<file path="src/rtl/fir_filter.sv">
// Time-multiplexed FIR filter: one multiply-accumulate per cycle over Taps cycles per
// accepted sample, then round, shift and saturate back to the sample width.
module fir_filter #(
  parameter int unsigned DataW = 16,
  parameter int unsigned CoefW = 16,
  parameter int unsigned Taps  = 16,
  parameter int unsigned Shift = 15,
  localparam int unsigned Aw   = $clog2(Taps),
  localparam int unsigned AccW = DataW + CoefW + Aw
) (
  input  logic                    clk_i,
  input  logic                    rst_ni,
  input  logic                    in_valid_i,
  output logic                    in_ready_o,
  input  logic signed [DataW-1:0] in_signal_i,
  output logic                    out_valid_o,
  input  logic                    out_ready_i,
  output logic signed [DataW-1:0] out_signal_o,
  input  logic                    coef_we_i,
  input  logic [Aw-1:0]           coef_addr_i,
  input  logic signed [CoefW-1:0] coef_data_i,
  input  logic                    clr_i,
  output logic                    busy_o
);

  typedef enum logic [1:0] {StIdle, StMac, StOut} state_e;

  localparam int unsigned ProdW = DataW + CoefW;

  // Rounding constant and saturation bounds, all at accumulator width plus one guard bit.
  localparam logic signed [AccW:0] RndAdd =
      (Shift > 0) ? ((AccW + 1)'(1) << (Shift - 1)) : '0;
  localparam logic signed [AccW:0] SatMax =
      {{(AccW + 2 - DataW){1'b0}}, {(DataW - 1){1'b1}}};
  localparam logic signed [AccW:0] SatMin =
      {{(AccW + 2 - DataW){1'b1}}, {(DataW - 1){1'b0}}};

  state_e                  state_q, state_d;
  logic signed [DataW-1:0] hist_q [Taps];
  logic signed [DataW-1:0] hist_d [Taps];
  logic signed [CoefW-1:0] coef_q [Taps];
  logic signed [CoefW-1:0] coef_d [Taps];
  logic [Aw-1:0]           wp_q, wp_d;
  logic [Aw-1:0]           base_q, base_d;
  logic [Aw-1:0]           k_q, k_d;
  logic signed [AccW-1:0]  acc_q, acc_d;
  logic signed [DataW-1:0] out_q, out_d;

  logic [Aw:0]             idx_w;
  logic [Aw-1:0]           rd_idx;
  logic signed [ProdW-1:0] prod;
  logic signed [AccW-1:0]  acc_sum;
  logic signed [AccW:0]    acc_ext;
  logic signed [AccW:0]    rnd_val;
  logic signed [DataW-1:0] sat_val;

  // Datapath: history index (base - k) mod Taps, product, running sum, round and saturate.
  always_comb begin
    idx_w = {1'b0, base_q} + (Aw + 1)'(Taps) - {1'b0, k_q};
    if (idx_w >= (Aw + 1)'(Taps)) begin
      idx_w = idx_w - (Aw + 1)'(Taps);
    end
    rd_idx  = idx_w[Aw-1:0];
    prod    = coef_q[k_q] * hist_q[rd_idx];
    acc_sum = acc_q + {{Aw{prod[ProdW-1]}}, prod};
    acc_ext = {acc_sum[AccW-1], acc_sum};
    rnd_val = (acc_ext + RndAdd) >>> Shift;
    if (rnd_val > SatMax) begin
      sat_val = SatMax[DataW-1:0];
    end else if (rnd_val < SatMin) begin
      sat_val = SatMin[DataW-1:0];
    end else begin
      sat_val = rnd_val[DataW-1:0];
    end
  end

  // Next-state logic; clr overrides accept and coefficient writes in every state.
  always_comb begin
    state_d = state_q;
    hist_d  = hist_q;
    coef_d  = coef_q;
    wp_d    = wp_q;
    base_d  = base_q;
    k_d     = k_q;
    acc_d   = acc_q;
    out_d   = out_q;
    if (clr_i) begin
      hist_d  = '{default: '0};
      wp_d    = '0;
      state_d = StIdle;
    end else begin
      unique case (state_q)
        StIdle: begin
          // Out-of-range addresses (non-power-of-two Taps) are dropped.
          if (coef_we_i && ({1'b0, coef_addr_i} < (Aw + 1)'(Taps))) begin
            coef_d[coef_addr_i] = coef_data_i;
          end
          if (in_valid_i) begin
            hist_d[wp_q] = in_signal_i;
            base_d       = wp_q;
            wp_d         = (wp_q == Aw'(Taps - 1)) ? '0 : wp_q + 1'b1;
            acc_d        = '0;
            k_d          = '0;
            state_d      = StMac;
          end
        end
        StMac: begin
          acc_d = acc_sum;
          if (k_q == Aw'(Taps - 1)) begin
            out_d   = sat_val;
            state_d = StOut;
          end else begin
            k_d = k_q + 1'b1;
          end
        end
        StOut: begin
          if (out_ready_i) begin
            state_d = StIdle;
          end
        end
        default: state_d = StIdle;
      endcase
    end
  end

  // State registers with asynchronous active-low reset.
  always_ff @(posedge clk_i or negedge rst_ni) begin
    if (!rst_ni) begin
      state_q <= StIdle;
      hist_q  <= '{default: '0};
      coef_q  <= '{default: '0};
      wp_q    <= '0;
      base_q  <= '0;
      k_q     <= '0;
      acc_q   <= '0;
      out_q   <= '0;
    end else begin
      state_q <= state_d;
      hist_q  <= hist_d;
      coef_q  <= coef_d;
      wp_q    <= wp_d;
      base_q  <= base_d;
      k_q     <= k_d;
      acc_q   <= acc_d;
      out_q   <= out_d;
    end
  end

  // Handshake and status outputs decoded from the state register.
  always_comb begin
    in_ready_o   = (state_q == StIdle);
    out_valid_o  = (state_q == StOut);
    busy_o       = (state_q != StIdle);
    out_signal_o = out_q;
  end

endmodule
</file>
<file path="config.mk">
export PLATFORM = sky130hd
export DESIGN_NAME = fir_filter
export DESIGN_NICKNAME = d
export VERILOG_FILES = /design/src/rtl/fir_filter.sv
export SDC_FILE = /design/constraint.sdc
export NUM_CORES = 2
export LEC_CHECK = 0
export ABC_AREA = 1
export CAP_MARGIN = 20
export CORE_ASPECT_RATIO = 1.75
export CORE_MARGIN = 2
export CORE_UTILIZATION = 30
export CTS_CLUSTER_DIAMETER = 40
export CTS_CLUSTER_SIZE = 30
export DETAILED_ROUTE_END_ITERATION = 10
export GPL_ROUTABILITY_DRIVEN = 0
export GPL_TIMING_DRIVEN = 0
export HOLD_SLACK_MARGIN = 0.02
export MAX_ROUTING_LAYER = met4
export SYNTH_ARGS = -nofsm -noshare
export SYNTH_HDL_FRONTEND = slang
export SYNTH_SLANG_ARGS = --single-unit
</file>
<file path="constraint.sdc">
create_clock -name clk_i -period 9.8 [get_ports clk_i]
set_input_delay 1.47 -clock clk_i [delete_from_list [all_inputs] [get_ports clk_i]]
set_output_delay 1.47 -clock clk_i [all_outputs]
set_load 0.01 [all_outputs]
</file>
==> flow_metrics.tcl <==
set metrics [dict create \
    hold_path.class "reg2reg" \
    clockBufferDepth 3 \
    grt_overflow 0 \
    clk_latency_ps 720 \
    synth_nets 5623 \
    use_met1 0.225 \
    setup_violations 19 \
    ys_seq_area_frac 0.361 \
    critPathMostFrequentCell "nand2_1" \
    syn_inst 5191 \
    hold_slack_ps 483 \
    die_y_um 487 \
    wire_per_inst_um 21.2 \
    die_area_um2 136000 \
    crit_slowest_cell "fa_2" \
    cp_max_fo 7 \
    ys_top_cells_by_area "dfrtp_1, fa_1, nand2_1" \
    drv_cap 0 \
    status "complete, but fails checks" \
    fmax_mhz 91.7 \
    synthFlopType "dfrtp_1" \
    post_synth_num_cell_types 50 \
    synth_area_um2 40000 \
    start_kind "flip-flop" \
    synth_top_cell_area_share 0.361 \
    top_usage_layer "met2" \
    area_growth_syn_to_layout_pct 20.5 \
    ant_nets 0 \
    vias 37400 \
    ys_ff_latch 578 \
    grt_max_degree 120 \
    timing.final.max_slew_violations 0 \
    grt_setup_unrepaired "true" \
    worst_slack_ps -1110 \
    utilization 0.364 \
    antenna_found_initial 2 \
    core_area_um2 133000 \
    clock_skew_ps 54.1 \
    io_pins 61 \
    critical-path-max-stage-delay_ps 660 \
    relSlewSlack 0.318 \
    yosysTopAreaCell "dfrtp_1" \
    grt_pass1_vias 38300 \
    hpwlAfterDp_um 115000 \
    via_per_inst 5.20 \
    synth_warnings 0 \
    cts_hold_buf 0 \
    violations "setup timing" \
    critPathCaptureType "flip-flop" \
    numPortBuffers 43 \
    cts_buffers 71 \
    clock-root-buffer "clkbuf_16" \
    tightest_slew_ps 1010 \
    dr.pass1.iters 6 \
    final_common_cell "nand2_1" \
    drive_above_1_share 0.132 \
    wl_um 153000 \
    synth_edf_count 0 \
    placementRows 177 \
    fin_crit_ps 10910 \
    async_flop_share 1.00 \
    final_nets 5864 \
    dieWidth_um 280 \
    drt_iter0_drc 3294 \
    cp.required_ps 10360 \
    cts_tree "yes" \
    htreeDepth 3 \
    start_util 0.302 \
    crit_type "reg2reg" \
    cts.reportedPaths.clkPinSlew_ps 70 \
    drc 0 \
    min_period_over_period 1.11 \
    cp_data_arrival_time_ps 11470 \
    hold_violations 0 \
    grtUsageMet2 0.399 \
    syn_avg_cell_area_um2 7.71 \
    cts_sinks 578 \
    met3_usage 0.0358 \
    layout_common_cells "nand2_1, inv_1, dfrtp_1" \
    grtUsageTotal 0.229 \
    grt_pass1_wl_um 230000 \
]
stage by stage:
step	TNS (ps)	setup slack (ps)	instances	instance area (um2)
floorplan	0	4.40	5191	40100
global placement	-	-19430	6934	42700
detailed placement	-97780	-3610	6942	42800
CTS	-14690	-969	7152	47200
global route	-25080	-1460	7191	48200
finish	-17220	-1110	7191	48200
cells by family after synthesis:
| family | Yosys count | share of synthesized area |
|---|---|---|
| AOI/OAI and AO/OA | 1177 | 0.156 |
| xor gates and xnor gates | 55 | 0.0120 |
| adders and majority gates | 390 | 0.172 |
| buffers and inverters | 1152 | 0.109 |
| DFF | 578 | 0.361 |
| muxes | 8 | 0.00222 |
| and+or+nand+nor | 1831 | 0.188 |
final timing paths:
| check | startpoint | end | slack (ps) | cells past startpoint |
|---|---|---|---|---|
| setup / recovery | k_q[1]$_DFFE_PN0P_ | out_signal_o[9]$_DFFE_PN0P_ | -1110 | 64 |
| hold / removal | coef_q[6]$_DFFE_PN0P_ | coef_q[6]$_DFFE_PN0P_ | 480 | 2 |
| setup reg to reg | k_q[1]$_DFFE_PN0P_ | out_signal_o[9]$_DFFE_PN0P_ | -1110 | 64 |
| hold reg to reg | coef_q[6]$_DFFE_PN0P_ | coef_q[6]$_DFFE_PN0P_ | 480 | 2 |
| max in group asynchronous | rst_ni | hist_q[10]$_DFFE_PN0P_ | 7030 | 4 |
| min in group asynchronous | rst_ni | acc_q[34]$_DFFE_PN0P_ | 650 | 1 |
per-layer routing:
layer | routed length [um] | vias up
li1 | - | 16900
met1 | 51100 | 18100
met2 | 77500 | 1619
met3 | 9210 | 679
met4 | 14700 | 0
met5 | 0 | -
state kept, by name, indices dropped and copies added (netlist names):
register      flops
state_q           2
coef_q          256
out_signal_o     16
hist_q          256
wp_q              4
base_q            4
acc_q            36
k_q               4
synth_stat cells (5+ instances only):
cell / instances
a21oi_1: 370
buf_1: 25
clkbuf_1: 236
clkinv_1: 9
dfrtp_1: 578
fa_1: 265
ha_1: 125
inv_1: 868
inv_2: 8
mux2_2: 7
nand2_1: 1077
nand2_2: 30
nand3_1: 226
nand3_2: 6
nand3b_1: 5
nand4_1: 28
nor2_1: 401
nor2_2: 25
nor3_1: 8
nor4_1: 6
o211ai_1: 22
o21ai_0: 607
o21ai_1: 8
o221ai_1: 20
o22ai_1: 131
xnor2_1: 24
xor2_1: 31
area by class of cell:
type	instances	area (um2)
tap	1700	2130
clock inverter	51	678
antenna	2	5.00
clock buffer	79	1870
sequential	578	14500
multi-input combinational	3461	22700
fill	13500	84400
timing repair buffer	170	1630
buffer	265	1360
inverter	885	3400
timing repair:
| item | 4_1_cts | 5_1_grt |
|---|---|---|
| pin swaps | 69 | 73 |
| hold endpoints to repair | 0 | 0 |
| resized for setup | 365 | 209 |
| cloned | 6 | 1 |
| setup endpoints to repair | 41 | 37 |
| setup buffers | 75 | 37 |
critical path, delay by kind of cell, from the launching register on:
kind	cells	cell delay (ps)
AOI/OAI and AO/OA	9	1550
xor gates and xnor gates	1	260
buffers and inverters	23	2330
adders and majority gates	9	4160
and+or+nand+nor	22	1990
DFF	1	460
Power is left out: the tool's default activity adds up to more than one toggle a clock period on the data nets, which glitch-free logic cannot reach.
